===== src/rtl/match_logger.sv =====
// match_logger: logs lengths of match runs from a sequence detector into a FWFT FIFO
//   clk, rst_n        : clock, async active-low reset
//   ans               : match level from the detector
//   clr               : sync clear of match_cnt and overflow
//   pop               : consumer removes head entry
//   rd_data/rd_valid  : head entry (0 when empty) / FIFO not empty
//   full              : FIFO holds DEPTH entries
//   match_cnt         : runs started, saturating at 255
//   overflow          : sticky, a finished run was dropped on a full FIFO
module match_logger #(
    parameter int LEN_W = 4,
    parameter int DEPTH = 4
) (
    input  logic             clk,
    input  logic             rst_n,
    input  logic             ans,
    input  logic             clr,
    input  logic             pop,
    output logic [LEN_W-1:0] rd_data,
    output logic             rd_valid,
    output logic             full,
    output logic [7:0]       match_cnt,
    output logic             overflow
);
    localparam int AW = $clog2(DEPTH);
    localparam logic [AW:0] DEPTH_CNT = (AW+1)'(DEPTH);
    typedef enum logic {IDLE, RUN} state_t;
    state_t state, state_nxt;
    logic [LEN_W-1:0] len;
    logic [LEN_W-1:0] mem [DEPTH];
    logic [AW-1:0] wr_ptr, rd_ptr;
    logic [AW:0] occ;
    logic push, do_push, do_pop;
    always_ff @(posedge clk or negedge rst_n)
        if (!rst_n) state <= IDLE;
        else state <= state_nxt;
    // a falling ans while in RUN ends the run and pushes it; a pop on a full
    // FIFO in the same edge frees the slot, so the push is kept
    always_comb begin
        state_nxt = ans ? RUN : IDLE;
        push = state == RUN && !ans;
        do_pop = pop && rd_valid;
        do_push = push && (!full || do_pop);
    end
    always_ff @(posedge clk or negedge rst_n)
        if (!rst_n) begin
            len <= '0;
            wr_ptr <= '0;
            rd_ptr <= '0;
            occ <= '0;
            match_cnt <= '0;
            overflow <= 1'b0;
        end else begin
            if (ans) len <= state == IDLE ? LEN_W'(1) : (len == '1 ? len : len + 1'b1);
            if (do_push) wr_ptr <= wr_ptr + 1'b1;
            if (do_pop) rd_ptr <= rd_ptr + 1'b1;
            occ <= do_push && !do_pop ? occ + 1'b1 : !do_push && do_pop ? occ - 1'b1 : occ;
            match_cnt <= clr ? 8'd0 : state == IDLE && ans && match_cnt != 8'hFF ? match_cnt + 8'd1 : match_cnt;
            overflow <= clr ? 1'b0 : overflow || (push && !do_push);
        end
    always_ff @(posedge clk)
        if (do_push) mem[wr_ptr] <= len;
    assign rd_valid = occ != '0;
    assign full = occ == DEPTH_CNT;
    assign rd_data = rd_valid ? mem[rd_ptr] : '0;
endmodule


===== config.mk =====
export PLATFORM = sky130hd
export DESIGN_NAME = match_logger
export DESIGN_NICKNAME = d
export VERILOG_FILES = /design/src/rtl/match_logger.sv
export SDC_FILE = /design/constraint.sdc
export NUM_CORES = 1
export LEC_CHECK = 0
export BUFFER_PORTS_ARGS = -buffer_cell sky130_fd_sc_hd__buf_2
export CORE_MARGIN = 8
export CORE_UTILIZATION = 45
export DETAILED_ROUTE_END_ITERATION = 16
export GPL_ROUTABILITY_DRIVEN = 0
export HOLD_SLACK_MARGIN = 0.06
export PLACE_DENSITY = 0.72
export SETUP_SLACK_MARGIN = 0.15
export SLEW_MARGIN = 10
export SYNTH_ARGS = -nofsm -noshare
export SYNTH_HDL_FRONTEND = slang
export SYNTH_SLANG_ARGS = --single-unit

===== constraint.sdc =====
create_clock -name clk -period 2.3 [get_ports clk]
set_input_delay 0.345 -clock clk [delete_from_list [all_inputs] [get_ports clk]]
set_output_delay 0.345 -clock clk [all_outputs]
set_load 0.01 [all_outputs]

# After elaboration in Yosys (flattened, before gate mapping)
# Memories as Yosys holds them, arrays and structs flattened.
# Cells that the tools add are included.
# word_totals
romBits,0
out_inout_bits,15
wordCells,48
mem_count,1
regBits,21
mem_bits_rw,16
in_bits,5
latchBits,0
# memory_table
name,words,width,read_ports,rd_clocked_by_memory_dff,wr,line_no,text
mem,4,4,1,0,1,30,logic [LEN_W-1:0] mem [DEPTH];
# op_classes
n_reduce_logical,18
magnitude_cmp,0
n_shift,0
div,0
n_bitwise,1
multipliers,0
n_mux,11
eq_ne,4
add_sub_neg,6
# op_table
cell,count
$mux 8,2
$mux 4,3
$add 8x1->8 const B,1
$logic_and 1x1->1,8
$ne 8x8->1 const B,1
$mux 3,2
$add 2x1->2 const B,2
$add 4x1->4 const B,1
$eq 4x4->1 const B,1
$logic_not 1->1,4
$mux 1,4
$reduce_bool 2->1,2
$add 3x1->3 const B,1
$eq 3x3->1 const B,1
$reduce_bool 3->1,1
$sub 3x1->3 const B,1
$logic_or 1x1->1,2
$ne 2x2->1 const B,1
$reduce_and 2->1,1
$not 1->1,1

# Logic depth before layout (Yosys ltp)
# Gate-level depths: netlist of run 1.
# depth
depth_word,8
mapped_depth,9
depth_no_buf,9

# Least setup slack after synthesis of run 1
# No wires, ideal clock.
# synth_timing
path_kind,register to register
startpoint,register occ[0]
endpoint,register occ[2]
arrival_ns,2.021
stages_incl_launch_ff,10
setup_time_ns,0.079
slack_ns,0.200
required_ns,2.221
path_buffers,1
cell_sequence,dfrtp_1 -> or3_1 -> clkbuf_1 -> nand2_1 -> ha_1 -> inv_1 -> fa_1 -> xor2_1 -> nor2_1 -> xor2_1
# synth_between
elab_chain_cells,7
# synth_rtl
item,line_no,text
start: declaration,32,logic [AW:0] occ;
start signal: assignment,57,occ <= do_push && !do_pop ? occ + 1'b1 : !do_push && do_pop ? occ - 1'b1 : occ;
$reduce_bool 3->1 *,63,assign rd_valid = occ != '0;
via rd_valid,20,"output logic rd_valid,"
$logic_and 1x1->1 *,42,do_pop = pop && rd_valid;
$logic_or 1x1->1,43,do_push = push && (!full || do_pop);
$logic_and 1x1->1,43,
$logic_not 1->1,57,
$logic_and 1x1->1,57,
$reduce_bool 2->1 (no source line),--,
# The timed path passes the listed nets; every way through them passes the cells marked *. The select of a mux whose other input is x is not followed.
# A chain may end at the register's enable or synchronous reset.

# Worst setup path in the final report of run 1
# layout_timing
startpoint,register occ[1]
endpoint,register occ[2]
# layout_between
elab_chain_cells,7
# layout_rtl
item
"parallel branches: the longest is 7 deep, another holds $sub 3x1->3"
# Several ways; the timed one is not identified. The select of a mux whose other input is x is not followed.

==> impl_results.md, run 1 <==
* Status: complete, no violations
* Post-route total power at 0.00205 W
* Number of nets produced by synthesis at 146
* Number of maximum-capacitance constraint violations at 0
* Cell internal pwr at 0.00146 W
* Switching power total at 0.000595 W
* Maximum fanout count along the critical path at 7
* First-pass GRT wire length at 5.45 mm
* Unrepaired setup endpoints after global routing: no
* Max stage delay on crit path at 0.44 ns
* Least-Margin Pin Slew at 0.564 ns
* Insertion delay to the later sink of the worst-skew pair at 0.28 ns
* Global-route total usage across every layer at 11.3%
* Die area at 6110 um^2
* Initial core utilization at 47.2%
* Number of warnings issued by yosys at 0
* Post-Syn Area per Cell at 13.1 um^2
* Startpoint of the worst setup timing path: occ[1]
* Fraction of layout instances using a drive strength above 1 at 28.1%
* Critical path required time at 2.50 ns
* Sum of overflow across all layers after global routing at 0
* HPWL reported at the end of detailed placement at 2.34 mm
* Syn Std Cell Area at 1740 um^2
* CTS Root Buffer Type: sky130_fd_sc_hd__clkbuf_8
* Dominant cells by area after synthesis: sky130_fd_sc_hd__dfrtp_1 (30%), sky130_fd_sc_hd__edfxtp_1 (28%), sky130_fd_sc_hd__mux4_2 (5.2%)
* Remaining antenna violation count at 0
* Reported leakage power at 0.831 nW
* Category of the critical setup timing path: reg2reg
* Number of flops mapped to enable cells by yosys at 16
* Total negative setup slack at 0 ns
* Via count of the first global-routing pass at 1115
* Number of detailed-routing iterations run before antenna repair at 4
* CTS Buffer Depth at 2
* Leading post-synthesis cells by instance count: sky130_fd_sc_hd__dfrtp_1 (21), sky130_fd_sc_hd__edfxtp_1 (16), sky130_fd_sc_hd__nand3_1 (9)
* Standard-cell row count at 22
* Count of pins over their slew limit at 0
* Ys async rst share at 56.8%
* Yosys top cell by area: sky130_fd_sc_hd__dfrtp_1
* Critical R2R Launch: occ[1]
* Worst min-delay path class: in2reg
* Worst Hold Slack at 0.307 ns
* Total clock sinks at 37
* CTS clk-pin slew, worst paths at 0.07 ns
* Count of input and output buffers at 19
* Seq cells post-synth at 37
* Pin count of the biggest net entering global routing at 22
* Crit-path most repeated cell: sky130_fd_sc_hd__xor2_1
* Type of origin of the critical path: register
* Number of instances in the synthesized netlist at 133
* Worst endpoint data arrival time at 2.23 ns
* Setup violators final at 0
* CTS tree: done
* Worst clock skew at 0.00534 ns
* Final routed wire length divided by cell count at 15.4 um
* Core outline area at 3690 um^2
* Number of antenna violations at the first check in global routing at 0
* Standard cell with the maximum stage delay on the critical path: sky130_fd_sc_hd__dfrtp_1
* Sequential Power Share at 46.1%
* Horizontal die dimension at 78.2 um
* CP Buf/Inv Count at 1
* Area share of the largest cell type after synthesis at 30.2%
* Final Worst Setup Slack at 0.272 ns
* CP top delay family: simple AND/OR/NAND/NOR gates
* Part of the total power dissipated in the clock network at 25.9%
* Drt first-iter violations at 47
* Headroom to the max-slew limit at 62.4%
* Final net count at 172
* Post-route core utilization at 55.0%
* Synthesis-to-layout area growth at 16.5%
* Remaining design rule violation count at 0
* H-tree lvl count at 2
* Number of hold violations in the final report at 0
* Antenna Cells at 0
* Sw Ratio at 29.0%
* Type of element capturing the critical path: register
* Detailed Route WL at 3.20 mm
* Worst slack, placed at 0.159 ns
* Top-Level Pins at 20
* Via count at 1105
* Post-DR vias/cell at 5.31
* Max IR drop VDD at 0.448 mV
* Number of different library cells in the post-synthesis netlist at 37
* Most common flop cell mapped by yosys: sky130_fd_sc_hd__dfrtp_1
* Number of buffers added by the clock tree synthesis step at 5
* Cell Pwr Density at 1010 nW/um^2
* Die Ht at 78.2 um
* Critical hold path startpoint: ans
* Share of synthesized area occupied by flip-flops and latches at 57.8%
* Final period utilization at 88.2%
* Clock period minus worst slack at 2.03 ns
* Highest attainable clock frequency at 493 MHz
* Count leader, synth: sky130_fd_sc_hd__dfrtp_1
* Comb pwr share at 28.0%
* Cell Chain, Critical Path: or3_4 > nand2_1 > ha_2 > inv_1 > fa_2 > xor2_1 > nor2_1 > xor2_1
[cell type report]
class,count,area (um^2)
clock buffer,6,72.6
clock inverter,2,33.8
fill,311,1660
inverter,6,22.5
multi-input combinational,85,696
sequential,37,1010
tap,48,60.1
timing repair buffer,24,135
[kinds of logic after synthesis]
group                    count (synthesis)  share of synthesized area [%]
AND/OR/NAND/NOR                         39                           13.4
flip-flops                              37                           57.8
AO/OA/AOI/OAI                           24                           8.91
buffers and inverters                   11                           3.09
adder cells (fa/ha/maj)                  8                           6.18
XOR/XNOR                                 7                           3.52
multiplexers                             7                           7.05
[cells in the final DEF (no fill, tap or decap), types with 5 or more instances in the layout]
| master | instances |
|---|---|
| sky130_fd_sc_hd__a21oi_1 | 8 |
| sky130_fd_sc_hd__and2_1 | 8 |
| sky130_fd_sc_hd__buf_2 | 19 |
| sky130_fd_sc_hd__clkbuf_8 | 5 |
| sky130_fd_sc_hd__dfrtp_1 | 20 |
| sky130_fd_sc_hd__edfxtp_1 | 16 |
| sky130_fd_sc_hd__ha_1 | 6 |
| sky130_fd_sc_hd__inv_1 | 6 |
| sky130_fd_sc_hd__nand3_1 | 9 |
| sky130_fd_sc_hd__nor2_1 | 5 |
| sky130_fd_sc_hd__o21ai_0 | 5 |
[layer usage]
layer	up-vias	share of wire [%]	track usage, %
met4	0	0.84	5.00
met5	-	0	0
met2	22	49	17.1
li1	535	-	-
met3	2	5.8	4.78
met1	546	44	13.8
[metrics by stage]
step | instance area (um^2) | instances
floorplan | 1740 | 133
global placement | 1870 | 196
detailed placement | 1870 | 196
CTS | 1990 | 205
global route | 2030 | 208
finish | 2030 | 208
[flip-flops by register name, summed over array words and instances, names as in the netlist]
signal,flops
state,1
occ,3
wr_ptr,2
rd_ptr,2
mem,16
overflow,1
match_cnt,8
len,4
[timing repair]
item                                    4_1_cts  5_1_grt
buffers inserted                              0        3
endpoints found under the setup margin        1        2
hold buffers                                  1        0
resized for setup                             1        4
gates cloned                                  0        0
pin swaps                                     0        4
endpoints found under the hold margin        21        0
[final timing paths]
kind                                end  cells after the start  slack (ns)
setup / recovery                 occ[2]                      8        0.27
hold / removal                    state                      1        0.31
max in group asynchronous        occ[0]                      2        1.39
min in group asynchronous  match_cnt[0]                      2        0.54
hold reg to reg                overflow                      2        0.57
setup reg to reg                 occ[2]                      8        0.27
[power groups by stage]
| stage | logic, W | registers (W) | clock network, W |
|---|---|---|---|
| after floorplan | 0.000413 | 0.000908 | 0 |
| after global placement | 0.000500 | 0.000949 | 0 |
| after detailed placement | 0.000527 | 0.000965 | 0 |
| after CTS | 0.000535 | 0.000953 | 0.000542 |
| after global routing | 0.000634 | 0.000969 | 0.000575 |
| final | 0.000575 | 0.000946 | 0.000531 |
(Power assumes the default switching activity.)
==> run 2: changes to the inputs <==
- ABC_AREA: unset -> 1
- SKIP_CTS_REPAIR_TIMING: unset -> 1
==> run 2 against run 1 <==
Effect of this change:
- flip-flop and latch count unchanged
- die area increased by 6.3%
- sequential share of layout area decreased by 2.9 points
- non-clock buffer count decreased by 2
- synthesized area increased by 8.0%
- count of clock-buffer cells in the layout unchanged
- via count increased by 26%
- sequential power decreased by 2.4%
- synthesized cell count increased by 51%
- register-to-register slack improved by 0.07 ns
- cell area increased by 6.2%
==> impl_results.md, run 2 <==
* Status: complete, no violations (unchanged)
* Share of synthesized area occupied by flip-flops and latches at 53.5% (was 57.8%)
* Number of hold violations in the final report at 0 (unchanged)
* CTS clk-pin slew, worst paths at 0.08 ns (was 0.07 ns)
* M1 wire length at 1.74 mm (was 1.42 mm)
* Die Ht at 80.6 um (was 78.2 um)
* CTS Root Buffer Type: sky130_fd_sc_hd__clkbuf_8 (unchanged)
* Post-Syn Area per Cell at 9.35 um^2 (was 13.1 um^2)
* Met3 routed wirelength at 215 um (was 186 um)
* Worst R2R Setup Slack at 0.34 ns (was 0.27 ns)
* Yosys top cell by area: sky130_fd_sc_hd__dfrtp_1 (unchanged)
* Clock period minus worst slack at 1.96 ns (was 2.03 ns)
* Top library cells by usage in the layout, fill and taps aside: sky130_fd_sc_hd__nor2_1 (33), sky130_fd_sc_hd__nand2_1 (29), sky130_fd_sc_hd__inv_1 (25) (was sky130_fd_sc_hd__dfrtp_1 (20), sky130_fd_sc_hd__buf_2 (19), sky130_fd_sc_hd__edfxtp_1 (16))
* Horizontal die dimension at 80.6 um (was 78.2 um)
* Top-Level Pins at 20 (unchanged)
* H-tree lvl count at 2 (unchanged)
* Total clock sinks at 37 (unchanged)
* Routed wl met2 at 1.62 mm (was 1.56 mm)
* Largest register FFs at 16 (unchanged)
* Number of warnings issued by yosys at 0 (unchanged)
* Standard-cell row count at 23 (was 22)
* Cell Pwr Density at 949 nW/um^2 (was 1010 nW/um^2)
* Worst endpoint data arrival time at 2.13 ns (was 2.23 ns)
* Seq cells post-synth at 37 (unchanged)
* Type of element capturing the critical path: register (unchanged)
* Fraction of layout instances using a drive strength above 1 at 18.8% (was 28.1%)
* Detailed Route WL at 3.61 mm (was 3.20 mm)
* Core outline area at 4000 um^2 (was 3690 um^2)
* Synthesis-to-layout area growth at 14.5% (was 16.5%)
* Leading post-synthesis cells by instance count: sky130_fd_sc_hd__nor2_1 (33), sky130_fd_sc_hd__nand2_1 (29), sky130_fd_sc_hd__inv_1 (25) (was sky130_fd_sc_hd__dfrtp_1 (21), sky130_fd_sc_hd__edfxtp_1 (16), sky130_fd_sc_hd__nand3_1 (9))
* Most flops, register: mem (unchanged)
* Area share of the largest cell type after synthesis at 28.0% (was 30.2%)
* Area after detailed placement at 2040 um^2 (was 1870 um^2)
* Maximum fanout count along the critical path at 4 (was 7)
* Ys async rst share at 56.8% (unchanged)
* Unrepaired setup endpoints after global routing: no (unchanged)
* Post-route total power at 0.00204 W (was 0.00205 W)
* Sum of overflow across all layers after global routing at 0 (unchanged)
* Headroom to the max-slew limit at 68.7% (was 62.4%)
* Count leader, synth: sky130_fd_sc_hd__nor2_1 (was sky130_fd_sc_hd__dfrtp_1)
* Fill count at 367 (was 311)
* Syn Std Cell Area at 1880 um^2 (was 1740 um^2)
* Critical path required time at 2.47 ns (was 2.50 ns)
* Number of buffers added by the clock tree synthesis step at 5 (unchanged)
* Number of maximum-capacitance constraint violations at 0 (unchanged)
* Via count of the first global-routing pass at 1305 (was 1115)
* Most common flop cell mapped by yosys: sky130_fd_sc_hd__dfrtp_1 (unchanged)
* Worst clock skew at 0.00872 ns (was 0.00534 ns)
* Global-route total usage across every layer at 12.1% (was 11.3%)
* Antenna Cells at 0 (unchanged)
* Number of flops mapped to enable cells by yosys at 16 (unchanged)
* Pin count of the biggest net entering global routing at 22 (unchanged)
* Drt first-iter violations at 78 (was 47)
* Count of input and output buffers at 19 (unchanged)
* Remaining design rule violation count at 0 (unchanged)
* Setup violators final at 0 (unchanged)
* Via count at 1393 (was 1105)
* Total negative setup slack at 0 ns (unchanged)
* CTS tree: done (unchanged)
* Type of origin of the critical path: register (unchanged)
* HPWL reported at the end of detailed placement at 2.65 mm (was 2.34 mm)
* Finished Cell Area at 2150 um^2 (was 2030 um^2)
* Die area at 6500 um^2 (was 6110 um^2)
* Final net count at 241 (was 172)
* Number of instances in the synthesized netlist at 201 (was 133)
* Number of antenna violations at the first check in global routing at 0 (unchanged)
* Reported leakage power at 0.998 nW (was 0.831 nW)
* CTS Buffer Depth at 2 (unchanged)
* Count of pins over their slew limit at 0 (unchanged)
* Remaining antenna violation count at 0 (unchanged)
* Worst Hold Slack at 0.207 ns (was 0.307 ns)
* Top metal layer carrying routed signals: met4 (unchanged)
* Largest registers in the final layout: mem x16, match_cnt x8, len x4 (unchanged)
* Number of nets produced by synthesis at 214 (was 146)
* Commonest non-fill, non-tap cell in the layout: sky130_fd_sc_hd__nor2_1 (was sky130_fd_sc_hd__dfrtp_1)
* Insertion delay to the later sink of the worst-skew pair at 0.29 ns (was 0.28 ns)
* First-pass GRT wire length at 6.02 mm (was 5.45 mm)
* Final period utilization at 85.0% (was 88.2%)
* Number of detailed-routing iterations run before antenna repair at 4 (unchanged)
* Highest attainable clock frequency at 511 MHz (was 493 MHz)
* Final routed wire length divided by cell count at 12.9 um (was 15.4 um)
* Number of different library cells in the post-synthesis netlist at 27 (was 37)
* Post-DR vias/cell at 4.99 (was 5.31)
* Max IR drop VDD at 0.458 mV (was 0.448 mV)
* Initial core utilization at 47.0% (was 47.2%)
* Least-Margin Pin Slew at 0.469 ns (was 0.564 ns)
* Worst min-delay path class: in2reg (unchanged)
* Category of the critical setup timing path: reg2reg (unchanged)
* Dominant cells by area after synthesis: sky130_fd_sc_hd__dfrtp_1 (28%), sky130_fd_sc_hd__edfxtp_1 (26%), sky130_fd_sc_hd__nor2_1 (6.6%) (was sky130_fd_sc_hd__dfrtp_1 (30%), sky130_fd_sc_hd__edfxtp_1 (28%), sky130_fd_sc_hd__mux4_2 (5.2%))
-- run 2: routing by layer --
layer  up-vias  GRT usage, %
met5         -             0
met4         0          4.36
li1        709             -
met2        26          17.9
met3         4          5.36
met1       654          15.3
-- run 2: metrics by stage --
stage | utilization, % | instances | setup WS [ns]
finish | 53.8 | 279 | 0.344
floorplan | - | 201 | 0.418
global placement | 50.9 | 270 | 0.377
detailed placement | 50.9 | 270 | 0.327
global route | 53.8 | 279 | 0.188
CTS | 53.6 | 278 | 0.356
-- run 2: cell families (layout without fill, tap and decap cells) --
kind of cell / Yosys count / after routing / synth area share, %
AND/OR/NAND/NOR: 95 / 95 / 24.8
flip-flops: 37 / 37 / 53.5
buffers and inverters: 30 / 58 / 6.46
AO/OA/AOI/OAI: 28 / 28 / 8.12
adder cells (fa/ha/maj): 8 / 8 / 5.73
XOR/XNOR: 3 / 3 / 1.40
-- run 2: report_power, final --
| group | switching, W | leakage [nW] | internal [W] |
|---|---|---|---|
| clock | 0.000227 | 0.0528 | 0.000320 |
| combinational | 0.000347 | 0.530 | 0.000224 |
| sequential | 0.000120 | 0.415 | 0.000803 |
-- run 2: path summary, 6_finish.rpt --
kind / from / endpoint / depth (start not counted)
max reg2reg: occ[0] / occ[2] / 10
max in group asynchronous: rst_n / occ[1] / 2
min: ans / state / 1
max: occ[0] / occ[2] / 10
min reg2reg: overflow / overflow / 2
min in group asynchronous: rst_n / len[2] / 2
-- run 2: cell type report --
class | instances | area (um^2) | share of cell area [%]
clock buffer | 6 | 72.6 | 3.37
clock inverter | 2 | 33.8 | 1.57
timing repair buffer | 22 | 120 | 5.58
inverter | 28 | 105 | 4.88
tap | 50 | 62.6 | 2.91
sequential | 37 | 1010 | 46.7
multi-input combinational | 134 | 752 | 34.9
-- run 2: worst max-delay path, stage by stage, from the launching register on --
cell	delay (ns)
sky130_fd_sc_hd__dfrtp_1	0.44
sky130_fd_sc_hd__inv_1	0.10
sky130_fd_sc_hd__nand4_1	0.08
sky130_fd_sc_hd__nand3_1	0.09
sky130_fd_sc_hd__inv_1	0.11
sky130_fd_sc_hd__ha_1	0.16
sky130_fd_sc_hd__inv_1	0.07
sky130_fd_sc_hd__fa_1	0.39
sky130_fd_sc_hd__a21oi_1	0.15
sky130_fd_sc_hd__o21ai_0	0.11
sky130_fd_sc_hd__xor2_1	0.15
